$ cat config.mk
export PLATFORM = sky130hd
export DESIGN_NAME = acct_cfg_loader_flat
export DESIGN_NICKNAME = d
export VERILOG_FILES = /design/src/rtl/acct_loader_pkg.sv /design/src/rtl/REG_BUS.sv /design/src/rtl/acct_loader_timer.sv /design/src/rtl/acct_cfg_loader.sv /design/src/flat_wrapper.sv
export SDC_FILE = /design/constraint.sdc
export NUM_CORES = 1
export LEC_CHECK = 0
export BUFFER_PORTS_ARGS = -buffer_cell sky130_fd_sc_hd__buf_2
export CAP_MARGIN = 10
export CORE_AREA = 5 5 157 159
export DETAILED_ROUTE_END_ITERATION = 8
export DIE_AREA = 0 0 162 164
export HOLD_SLACK_MARGIN = 0.1
export PLACE_DENSITY_LB_ADDON = 0.08
export RECOVER_POWER = 100
export SYNTH_ARGS = -nofsm -noshare
export SYNTH_HDL_FRONTEND = slang
export SYNTH_SLANG_ARGS = --single-unit
$ cat constraint.sdc
create_clock -name clk_i -period 2.4 [get_ports clk_i]
set_input_delay 0.24 -clock clk_i [delete_from_list [all_inputs] [get_ports clk_i]]
set_output_delay 0.24 -clock clk_i [all_outputs]
set_load 0.05 [all_outputs]
$ cat src/rtl/acct_loader_pkg.sv
// Shared types for the access-control configuration loader: FSM states, error causes, bus constants.
package acct_loader_pkg;

  typedef enum logic [2:0] {
    IDLE,
    WRITE,
    READ,
    DONE,
    FAIL
  } state_e;

  typedef enum logic [1:0] {
    ERR_NONE,
    ERR_BUS,
    ERR_TIMEOUT,
    ERR_MISMATCH
  } err_e;

  localparam logic [3:0] WSTRB_ALL = 4'hF;

  // Word i lives at base + 4*i.
  function automatic logic [31:0] word_addr(input logic [31:0] base, input logic [7:0] idx);
    return base + {22'd0, idx, 2'b00};
  endfunction

endpackage

$ cat src/rtl/REG_BUS.sv
// Simple register bus: initiator drives addr/write/wdata/wstrb/valid, target returns rdata/ready/error.
interface REG_BUS;
  logic [31:0] addr;
  logic        write;
  logic [31:0] wdata;
  logic [3:0]  wstrb;
  logic        valid;
  logic [31:0] rdata;
  logic        ready;
  logic        error;

  modport out (output addr, write, wdata, wstrb, valid, input rdata, ready, error);
  modport in  (input addr, write, wdata, wstrb, valid, output rdata, ready, error);
endinterface

$ cat src/rtl/acct_loader_timer.sv
// Per-beat wait counter; expired_o fires in the stalled cycle that brings the count to TIMEOUT_CYCLES.
module acct_loader_timer #(
  parameter int unsigned TIMEOUT_CYCLES = 64
) (
  input  logic clk_i,
  input  logic rst_ni,
  input  logic clear_i,
  input  logic en_i,
  output logic expired_o
);

  localparam int unsigned CW = $clog2(TIMEOUT_CYCLES + 1);

  logic [CW-1:0] cnt;

  always_ff @(posedge clk_i or negedge rst_ni) begin
    if (!rst_ni) begin
      cnt <= '0;
    end else if (clear_i) begin
      cnt <= '0;
    end else if (en_i) begin
      cnt <= cnt + CW'(1);
    end
  end

  assign expired_o = en_i && !clear_i && (cnt == CW'(TIMEOUT_CYCLES - 1));

endmodule

$ cat src/rtl/acct_cfg_loader.sv
// REG_BUS initiator that writes NUM_WORDS config words after boot.
// Define ACCT_LOADER_VERIFY_EN to read back and compare each word after writing it.
module acct_cfg_loader
  import acct_loader_pkg::*;
#(
  parameter int unsigned NUM_WORDS      = 9,
  parameter logic [31:0] BASE_ADDR      = 32'h0,
  parameter int unsigned TIMEOUT_CYCLES = 64
) (
  input  logic                        clk_i,
  input  logic                        rst_ni,
  input  logic                        start_i,
  input  logic [NUM_WORDS-1:0][31:0]  cfg_words_i,
  output logic                        busy_o,
  output logic                        done_o,
  output logic                        err_o,
  output err_e                        err_code_o,
  output logic [7:0]                  err_idx_o,
  output state_e                      dbg_state_o,
  REG_BUS.out                         reg_bus_o
);

  localparam logic [7:0] LAST_IDX = 8'(NUM_WORDS - 1);

  // Handshake: a beat holds valid and its payload stable until the cycle with ready=1;
  // rdata and error are only looked at in that completing cycle.
  state_e      state;
  logic [7:0]  idx;
  logic        bus_valid, bus_write;
  logic [31:0] bus_addr, bus_wdata;
  logic [3:0]  bus_wstrb;

  logic        beat_done, expired;
  logic        go_fail, go_read, go_next;
  err_e        fail_code;
  logic [31:0] cur_word, next_word;

  assign reg_bus_o.valid = bus_valid;
  assign reg_bus_o.write = bus_write;
  assign reg_bus_o.addr  = bus_addr;
  assign reg_bus_o.wdata = bus_wdata;
  assign reg_bus_o.wstrb = bus_wstrb;
  assign dbg_state_o     = state;

  assign beat_done = bus_valid && reg_bus_o.ready;

  acct_loader_timer #(
    .TIMEOUT_CYCLES(TIMEOUT_CYCLES)
  ) u_timer (
    .clk_i     (clk_i),
    .rst_ni    (rst_ni),
    .clear_i   (beat_done || (state == IDLE)),
    .en_i      (bus_valid && !reg_bus_o.ready),
    .expired_o (expired)
  );

  always_comb begin
    cur_word  = '0;
    next_word = '0;
    for (int i = 0; i < int'(NUM_WORDS); i++) begin
      if (idx == 8'(i)) cur_word = cfg_words_i[i];
      if (idx + 8'd1 == 8'(i)) next_word = cfg_words_i[i];
    end
  end

  always_comb begin
    go_fail   = 1'b0;
    go_read   = 1'b0;
    go_next   = 1'b0;
    fail_code = ERR_NONE;
    if (state == WRITE || state == READ) begin
      if (beat_done) begin
        if (reg_bus_o.error) begin
          go_fail   = 1'b1;
          fail_code = ERR_BUS;
        end
`ifdef ACCT_LOADER_VERIFY_EN
        else if (state == WRITE) begin
          go_read = 1'b1;
        end else if (reg_bus_o.rdata != cur_word) begin
          go_fail   = 1'b1;
          fail_code = ERR_MISMATCH;
        end
`endif
        else begin
          go_next = 1'b1;
        end
      end else if (expired) begin
        go_fail   = 1'b1;
        fail_code = ERR_TIMEOUT;
      end
    end
  end

  always_ff @(posedge clk_i or negedge rst_ni) begin
    if (!rst_ni) begin
      state      <= IDLE;
      idx        <= '0;
      busy_o     <= 1'b0;
      done_o     <= 1'b0;
      err_o      <= 1'b0;
      err_code_o <= ERR_NONE;
      err_idx_o  <= '0;
      bus_valid  <= 1'b0;
      bus_write  <= 1'b0;
      bus_addr   <= '0;
      bus_wdata  <= '0;
      bus_wstrb  <= '0;
    end else begin
      case (state)
        IDLE: begin
          if (start_i) begin
            done_o     <= 1'b0;
            err_o      <= 1'b0;
            err_code_o <= ERR_NONE;
            err_idx_o  <= '0;
            idx        <= '0;
            busy_o     <= 1'b1;
            state      <= WRITE;
            bus_valid  <= 1'b1;
            bus_write  <= 1'b1;
            bus_addr   <= BASE_ADDR;
            bus_wdata  <= cfg_words_i[0];
            bus_wstrb  <= WSTRB_ALL;
          end
        end
        WRITE, READ: begin
          if (go_fail) begin
            state      <= FAIL;
            err_o      <= 1'b1;
            err_code_o <= fail_code;
            err_idx_o  <= idx;
            busy_o     <= 1'b0;
            bus_valid  <= 1'b0;
            bus_write  <= 1'b0;
            bus_wstrb  <= '0;
          end else if (go_read) begin
            // Readback reuses the same address; valid stays high for a back-to-back beat.
            state     <= READ;
            bus_write <= 1'b0;
            bus_wstrb <= '0;
          end else if (go_next) begin
            if (idx == LAST_IDX) begin
              state     <= DONE;
              done_o    <= 1'b1;
              busy_o    <= 1'b0;
              bus_valid <= 1'b0;
              bus_write <= 1'b0;
              bus_wstrb <= '0;
            end else begin
              idx       <= idx + 8'd1;
              state     <= WRITE;
              bus_write <= 1'b1;
              bus_wstrb <= WSTRB_ALL;
              bus_addr  <= word_addr(BASE_ADDR, idx + 8'd1);
              bus_wdata <= next_word;
            end
          end
        end
        DONE:    state <= IDLE;
        FAIL:    state <= IDLE;
        default: state <= IDLE;
      endcase
    end
  end

endmodule

$ cat src/flat_wrapper.sv
// flat-port wrapper written by rule: the top's interface ports become plain ports
module acct_cfg_loader_flat import acct_loader_pkg::*;
#(
  parameter int unsigned NUM_WORDS      = 9,
  parameter logic [31:0] BASE_ADDR      = 32'h0,
  parameter int unsigned TIMEOUT_CYCLES = 64
)
  (clk_i, rst_ni, start_i, cfg_words_i, busy_o, done_o, err_o, err_code_o, err_idx_o, dbg_state_o, reg_bus_o_addr, reg_bus_o_write, reg_bus_o_wdata, reg_bus_o_wstrb, reg_bus_o_valid, reg_bus_o_rdata, reg_bus_o_ready, reg_bus_o_error);
  REG_BUS reg_bus_o_i ();
  input  logic clk_i;
  input  logic rst_ni;
  input  logic start_i;
  input  logic [NUM_WORDS-1:0][31:0] cfg_words_i;
  output logic busy_o;
  output logic done_o;
  output logic err_o;
  output err_e err_code_o;
  output logic [7:0] err_idx_o;
  output state_e dbg_state_o;
  output wire logic [$bits(reg_bus_o_i.addr)-1:0] reg_bus_o_addr;
  output wire logic [$bits(reg_bus_o_i.write)-1:0] reg_bus_o_write;
  output wire logic [$bits(reg_bus_o_i.wdata)-1:0] reg_bus_o_wdata;
  output wire logic [$bits(reg_bus_o_i.wstrb)-1:0] reg_bus_o_wstrb;
  output wire logic [$bits(reg_bus_o_i.valid)-1:0] reg_bus_o_valid;
  input wire logic [$bits(reg_bus_o_i.rdata)-1:0] reg_bus_o_rdata;
  input wire logic [$bits(reg_bus_o_i.ready)-1:0] reg_bus_o_ready;
  input wire logic [$bits(reg_bus_o_i.error)-1:0] reg_bus_o_error;
  assign reg_bus_o_addr = reg_bus_o_i.addr;
  assign reg_bus_o_write = reg_bus_o_i.write;
  assign reg_bus_o_wdata = reg_bus_o_i.wdata;
  assign reg_bus_o_wstrb = reg_bus_o_i.wstrb;
  assign reg_bus_o_valid = reg_bus_o_i.valid;
  assign reg_bus_o_i.rdata = reg_bus_o_rdata;
  assign reg_bus_o_i.ready = reg_bus_o_ready;
  assign reg_bus_o_i.error = reg_bus_o_error;
  acct_cfg_loader #(.NUM_WORDS(NUM_WORDS), .BASE_ADDR(BASE_ADDR), .TIMEOUT_CYCLES(TIMEOUT_CYCLES)) u_core (.clk_i(clk_i), .rst_ni(rst_ni), .start_i(start_i), .cfg_words_i(cfg_words_i), .busy_o(busy_o), .done_o(done_o), .err_o(err_o), .err_code_o(err_code_o), .err_idx_o(err_idx_o), .dbg_state_o(dbg_state_o), .reg_bus_o(reg_bus_o_i));
endmodule
==> results.cfg, run 1 <==
[grt]
grt_pass1_wl_um = 45400
antenna_found_initial = 4
grt.overflow.total = 0
grt_max_degree = 65
grt_use_total = 0.223
grt_pass1_vias = 7513

[floorplanning]
core-area_um2 = 23100
num_rows = 56
initial_utilization = 0.248
die_area_um2 = 26600
ioPinCount = 411
die_h_um = 164
die_w_um = 162

[placed_design]
dp.cells = 1393
dp_hpwl_um = 24600
place_ws_ps = -25.5
port_buffers = 354
place_congestion = 0.821

[drt]
via_per_inst = 5.25
drt_iter0_drc = 361
postRouteAntennaNets = 0
wire_per_inst_um = 22.0
wl_um = 31200
first_pass_iters = 5
vias = 7438
remaining_drc_errors = 0

[yosys]
synthTopCellsByArea = dfrtp_1 (28%), a21oi_1 (8.5%), a221oi_1 (4.6%)
synth_edf_count = 0
avgSynthCellArea_um2 = 7.71
synth_warnings = 0
yosys.area.top_type = dfrtp_1
ys_top_cells_by_count = a21oi_1 (97), dfrtp_1 (64), clkbuf_1 (50)
ys_types = 63
syn_area_um2 = 5730
synth.most_common_cell = a21oi_1
ys_ff_latch = 64
async_reset_ff_frac = 1.00
synth_ff_type = dfrtp_1
synth_top_area_share = 0.280
ys_seq_area_frac = 0.280
syn_inst = 743

[timing]
final_max_slew_viol_count = 0
fin_worst_skew_ps = 10.8
slew_headroom = 0.374
whs_ps = 181
rsz0062_at_grt = true
finalSetupViolations = 0
min_period_ps = 2350
setup_slack_ps = 46.7
tightest_slew_ps = 939
fin_crit_sh = 0.981
hold_violations = 0
fmax_ghz = 0.425

[layout]
drive_above_1_share = 0.399
syn2layout_area_growth_pct = 52.7
layout.nets = 1451
layoutNonFillerInstCount = 1417

[cts]
clkLatencyLatePin_ps = 340
cts_max_level = 3
cts_buffers = 9
clockBufferDepth = 2
root_buffer = clkbuf_16
cts_tree = yes
cts_sinks = 64
clk_pin_slew_ps = 60

[power_and_ir_drop]
p_per_area_nw_per_um2 = 1140
vdd_drop_max_v = 0.000337
p_leak_nw = 3.87
fin_total_pwr_w = 0.00995

[setup_path]
slowest_delay_ps = 500
arrival_ps = 2600
crit_type = flop to flop
critPathMaxFanout = 16
crit_chain = ha_4 > buf_4 > nand2b_1 > o31ai_4 > buf_4 > buf_12 > and3_4 > buf_12 > a22oi_1 > a31oi_1
startpoint_type = flop
crit_path_end_kind = flop
crit_required_ps = 2650
r2r_setup_slack_ps = 50
slowest_stage = dfrtp_4

[min_path]
worstHoldPathType = input port to flop

[outcome]
status = finished, final reports clean

[job]
maxCapViolCount = 0
==> metal layers <==
| metal | track usage | wire length (µm) | vias to the layer above |
|---|---|---|---|
| met5 | 0 | 13 | - |
| met4 | 0.0550 | 622 | 2 |
| met3 | 0.0592 | 2160 | 33 |
| met2 | 0.380 | 15300 | 289 |
| met1 | 0.282 | 13100 | 3537 |
| li1 | - | - | 3577 |
==> cells in the final DEF (no fill, tap or decap), types with 4 or more instances in the layout <==
master	netlist	layout
nand2_1	44	39
buf_12	0	18
a221oi_1	30	29
a21oi_1	97	97
buf_6	4	5
nand2b_1	7	6
o21ai_0	45	37
nor2_1	35	33
a22o_1	9	9
nand3_1	19	17
buf_4	33	67
o22ai_1	34	30
a31oi_1	20	20
o31ai_1	8	8
a211oi_1	8	7
o211ai_2	6	6
o211ai_1	17	17
o22a_1	7	7
buf_2	17	291
o31a_1	6	6
o22ai_2	0	4
clkbuf_16	0	9
nand2_2	1	5
dfrtp_1	64	60
nor3_1	32	31
or3_1	19	18
a22oi_1	31	31
clkbuf_1	50	66
inv_1	5	5
nor2b_1	27	25
o21ai_1	0	8
nand3b_1	4	4
conb_1	1	24
==> final cells by class <==
| type | instances | area [µm²] |
|---|---|---|
| flip-flops and latches | 64 | 1610 |
| well taps | 290 | 363 |
| multi-input cells | 590 | 3800 |
| clock inverters | 4 | 45.0 |
| inverters | 6 | 22.5 |
| clock buffers | 12 | 246 |
| diodes | 3 | 7.51 |
| fillers | 2551 | 14400 |
| repair buffers | 448 | 2650 |
==> logic make-up (layout without fill, tap and decap cells) <==
family,after synthesis,in the layout,share of synthesized area
buffers and inverters,112,470,0.104
XOR/XNOR,3,3,0.00459
flip-flops,64,64,0.280
other,1,27,0.000655
AO/OA/AOI/OAI,345,345,0.406
multiplexers,1,1,0.00175
AND/OR/NAND/NOR,210,210,0.188
adder cells (fa/ha/maj),7,7,0.0153
==> worst paths after layout <==
| kind | startpoint | end | cells past startpoint |
|---|---|---|---|
| max | u_core.reg_bus_o.addr[2] | u_core.reg_bus_o.wdata[23] | 10 |
| max in group asynchronous | rst_ni | u_core.reg_bus_o.addr[2] | 2 |
| min in group asynchronous | rst_ni | u_core.err_idx_o[6] | 2 |
| max reg2reg | u_core.reg_bus_o.addr[2] | u_core.reg_bus_o.wdata[23] | 10 |
| min reg2reg | u_core.err_o | u_core.err_o | 1 |
| min | cfg_words_i[273] | u_core.reg_bus_o.wdata[17] | 3 |
==> sequential cells by signal, summed over array words and instances, names as in the netlist <==
| signal | flops |
|---|---|
| u_core.err_o | 1 |
| u_core.u_timer.cnt | 7 |
| u_core.reg_bus_o.wstrb | 1 |
| u_core.dbg_state_o | 3 |
| u_core.reg_bus_o.wdata | 32 |
| u_core.busy_o | 1 |
| u_core.err_code_o | 2 |
| u_core.done_o | 1 |
| u_core.err_idx_o | 8 |
| u_core.reg_bus_o.addr | 8 |
==> critical path, delay by kind of cell (launching register included) <==
kind                       cells  cell delay (ps)
adders and majority gates      1              180
AOI/OAI and AO/OA              3              560
and+or+nand+nor                2              410
DFF                            1              500
buffers and inverters          4              610
==> through the flow <==
step	cell area, µm²	setup TNS (ps)	utilization
after global placement	8340	-43.6	0.361
after global routing	8750	-178	0.378
after CTS	8660	-89.2	0.374
final	8750	0	0.378
after detailed placement	8340	-78.5	0.361
after floorplan	5870	-7.03	-
==> where the power goes <==
part	internal [W]	total (W)	leakage, nW	switching, W
Clock	0.000829	0.00135	0.146	0.000518
Combinational	0.00249	0.00697	2.94	0.00448
Sequential	0.00141	0.00163	0.784	0.000222
==> timing repair <==
item,4_1_cts,5_1_grt
hold endpoints to repair,24,0
pin swaps,1,11
resized for setup,3,38
endpoints found under the setup margin,12,44
buffers inserted,0,4
hold buffers,1,0
Note: power is estimated with default switching activity, not from simulation.
==> inputs of run 2 (changes only) <==
- CORE_AREA: 5 5 157 159 -> 5 5 155 157
- DIE_AREA: 0 0 162 164 -> 0 0 160 162
==> run 2 against run 1 <==
Sequential power hardly changed; worst setup slack better by 19 ps; worst hold slack worse by 5.5 ps; total power is 0.37% lower; global-route usage is 0.54 points higher; sequential cell count stayed put; maximum frequency is 0.80% higher; final cell count is 0.64% higher.
==> results.cfg, run 2 (synthesized netlist as in run 1, its figures left out) <==
[timing]
slew_headroom = 0.303
rsz0062_at_grt = true
final_max_slew_viol_count = 0
fmax_ghz = 0.428
min_period_ps = 2330
tightest_slew_ps = 1050
hold_violations = 0
setup_slack_ps = 65.4
finalSetupViolations = 0
fin_worst_skew_ps = 11.6
fin_crit_sh = 0.973

[drt]
drt_iter0_drc = 330
vias = 7436
remaining_drc_errors = 0
first_pass_iters = 5
wire_per_inst_um = 21.9
postRouteAntennaNets = 0
wl_um = 31200
via_per_inst = 5.21

[setup_path]
crit_path_end = u_core.reg_bus_o.wdata[26]
r2r_setup_slack_ps = 70
critPathMaxFanout = 8
startpoint = u_core.reg_bus_o.addr[3]
timing.rr.end = u_core.reg_bus_o.wdata[26]
startpoint_type = flop
timing.rr.start = u_core.reg_bus_o.addr[3]
reg2reg_depth = 11
crit_required_ps = 2670
arrival_ps = 2610
crit_path_end_kind = flop
crit_type = flop to flop

[placed_design]
place_ws_ps = -94.8
port_buffers = 354
place_congestion = 0.849
dp_hpwl_um = 24500
dp.cells = 1390

[floorplanning]
num_rows = 55
die_w_um = 160
die_area_um2 = 25900
die_h_um = 162
initial_utilization = 0.256
core-area_um2 = 22400
ioPinCount = 411

[cts]
cts_max_level = 3
clk_pin_slew_ps = 60
cts_buffers = 9
root_buffer = clkbuf_16
clkLatencyLatePin_ps = 340
cts_sinks = 64
cts_tree = yes
clockBufferDepth = 2

[power_and_ir_drop]
sequentialPowerShare = 0.164
comb_power_share = 0.709
switching_share = 0.529
p_switching_w = 0.00525
p_per_area_nw_per_um2 = 1130
power.internal_w = 0.00466
vdd_drop_max_v = 0.000380
p_leak_nw = 3.90
clockPowerShare = 0.127

[layout]
drive_above_1_share = 0.407
layout.nets = 1462
layoutNonFillerInstCount = 1426
num-fill-cells = 2404
largest_reg_flops = 32
mostFrequentLayoutCells = buf_2 (291), a21oi_1 (97), buf_4 (75), clkbuf_1 (64), dfrtp_1 (58)
syn2layout_area_growth_pct = 53.6
final_common_cell = buf_2

[grt]
antenna_found_initial = 7
grt_pass1_wl_um = 45800
grt_pass1_vias = 7738
grt.overflow.total = 0
grt_use_total = 0.228
grt_max_degree = 48

[min_path]
worstHoldPathType = input port to flop

[job]
maxCapViolCount = 0

[outcome]
status = finished, final reports clean
==> run 2: how the worst min path moves through the flow <==
stage                           from                          to  slack [ps]  cells past startpoint
finish              cfg_words_i[270]  u_core.reg_bus_o.wdata[14]         180                      3
global route        cfg_words_i[270]  u_core.reg_bus_o.wdata[14]         200                      3
CTS                 cfg_words_i[270]  u_core.reg_bus_o.wdata[14]         170                      3
detailed placement            rst_ni    u_core.reg_bus_o.addr[8]         200                      1
global placement              rst_ni    u_core.reg_bus_o.addr[8]         200                      1
floorplan                     rst_ni               u_core.busy_o         -60                      0
==> run 2: metrics by stage <==
stage	hold slack [ps]	total power, W	cell area [µm²]	TNS [ps]	util
finish	176	0.00991	8800	0	0.393
global route	197	0.0106	8790	-264	0.393
CTS	168	0.00990	8620	0	0.385
detailed placement	201	0.00862	8310	-611	0.372
global placement	197	0.00861	8310	-93.2	0.372
floorplan	-55.6	0.00620	5870	-7.03	-
==> run 2: cell type report <==
cell class                      count  area (µm²)  area share
Clock buffer                       10         229      0.0260
Sequential cell                    64        1610       0.183
Antenna cell                        6        15.0     0.00171
Multi-Input combinational cell    590        3800       0.432
Timing Repair Buffer              459        2710       0.308
Clock inverter                      6        37.5     0.00427
Inverter                            6        30.0     0.00341
Tap cell                          285         357      0.0405
==> run 2: timing repair <==
item,4_1_cts,5_1_grt
hold buffers,1,0
setup buffers,1,12
setup endpoints to repair,18,41
hold endpoints to repair,25,0
resized for setup,6,38
pin swaps,0,11
==> run 2: power groups by stage <==
stage	clock network [W]	registers (W)	logic, W
floorplan	0	0.00268	0.00353
global placement	0	0.00163	0.00698
detailed placement	0	0.00163	0.00699
CTS	0.00127	0.00161	0.00701
global route	0.00133	0.00167	0.00764
finish	0.00125	0.00163	0.00703
==> run 2: layer usage <==
metal,vias to the layer above,GRT usage,routed length (µm)
met2,302,0.394,15500
met1,3482,0.278,12900
met5,-,0,21
met4,4,0.0821,789
li1,3603,-,-
met3,45,0.0551,2040
==> run 2: worst max-delay path, stage by stage (launching register included) <==
cell and delay, ps:
dfrtp_4 430, buf_8 140, nand2_1 70, or2_1 250, o2111a_2 330, buf_6 160, and2_4 160, buf_4 140
a311oi_4 250, buf_12 170, nand3_1 90, o211ai_2 70
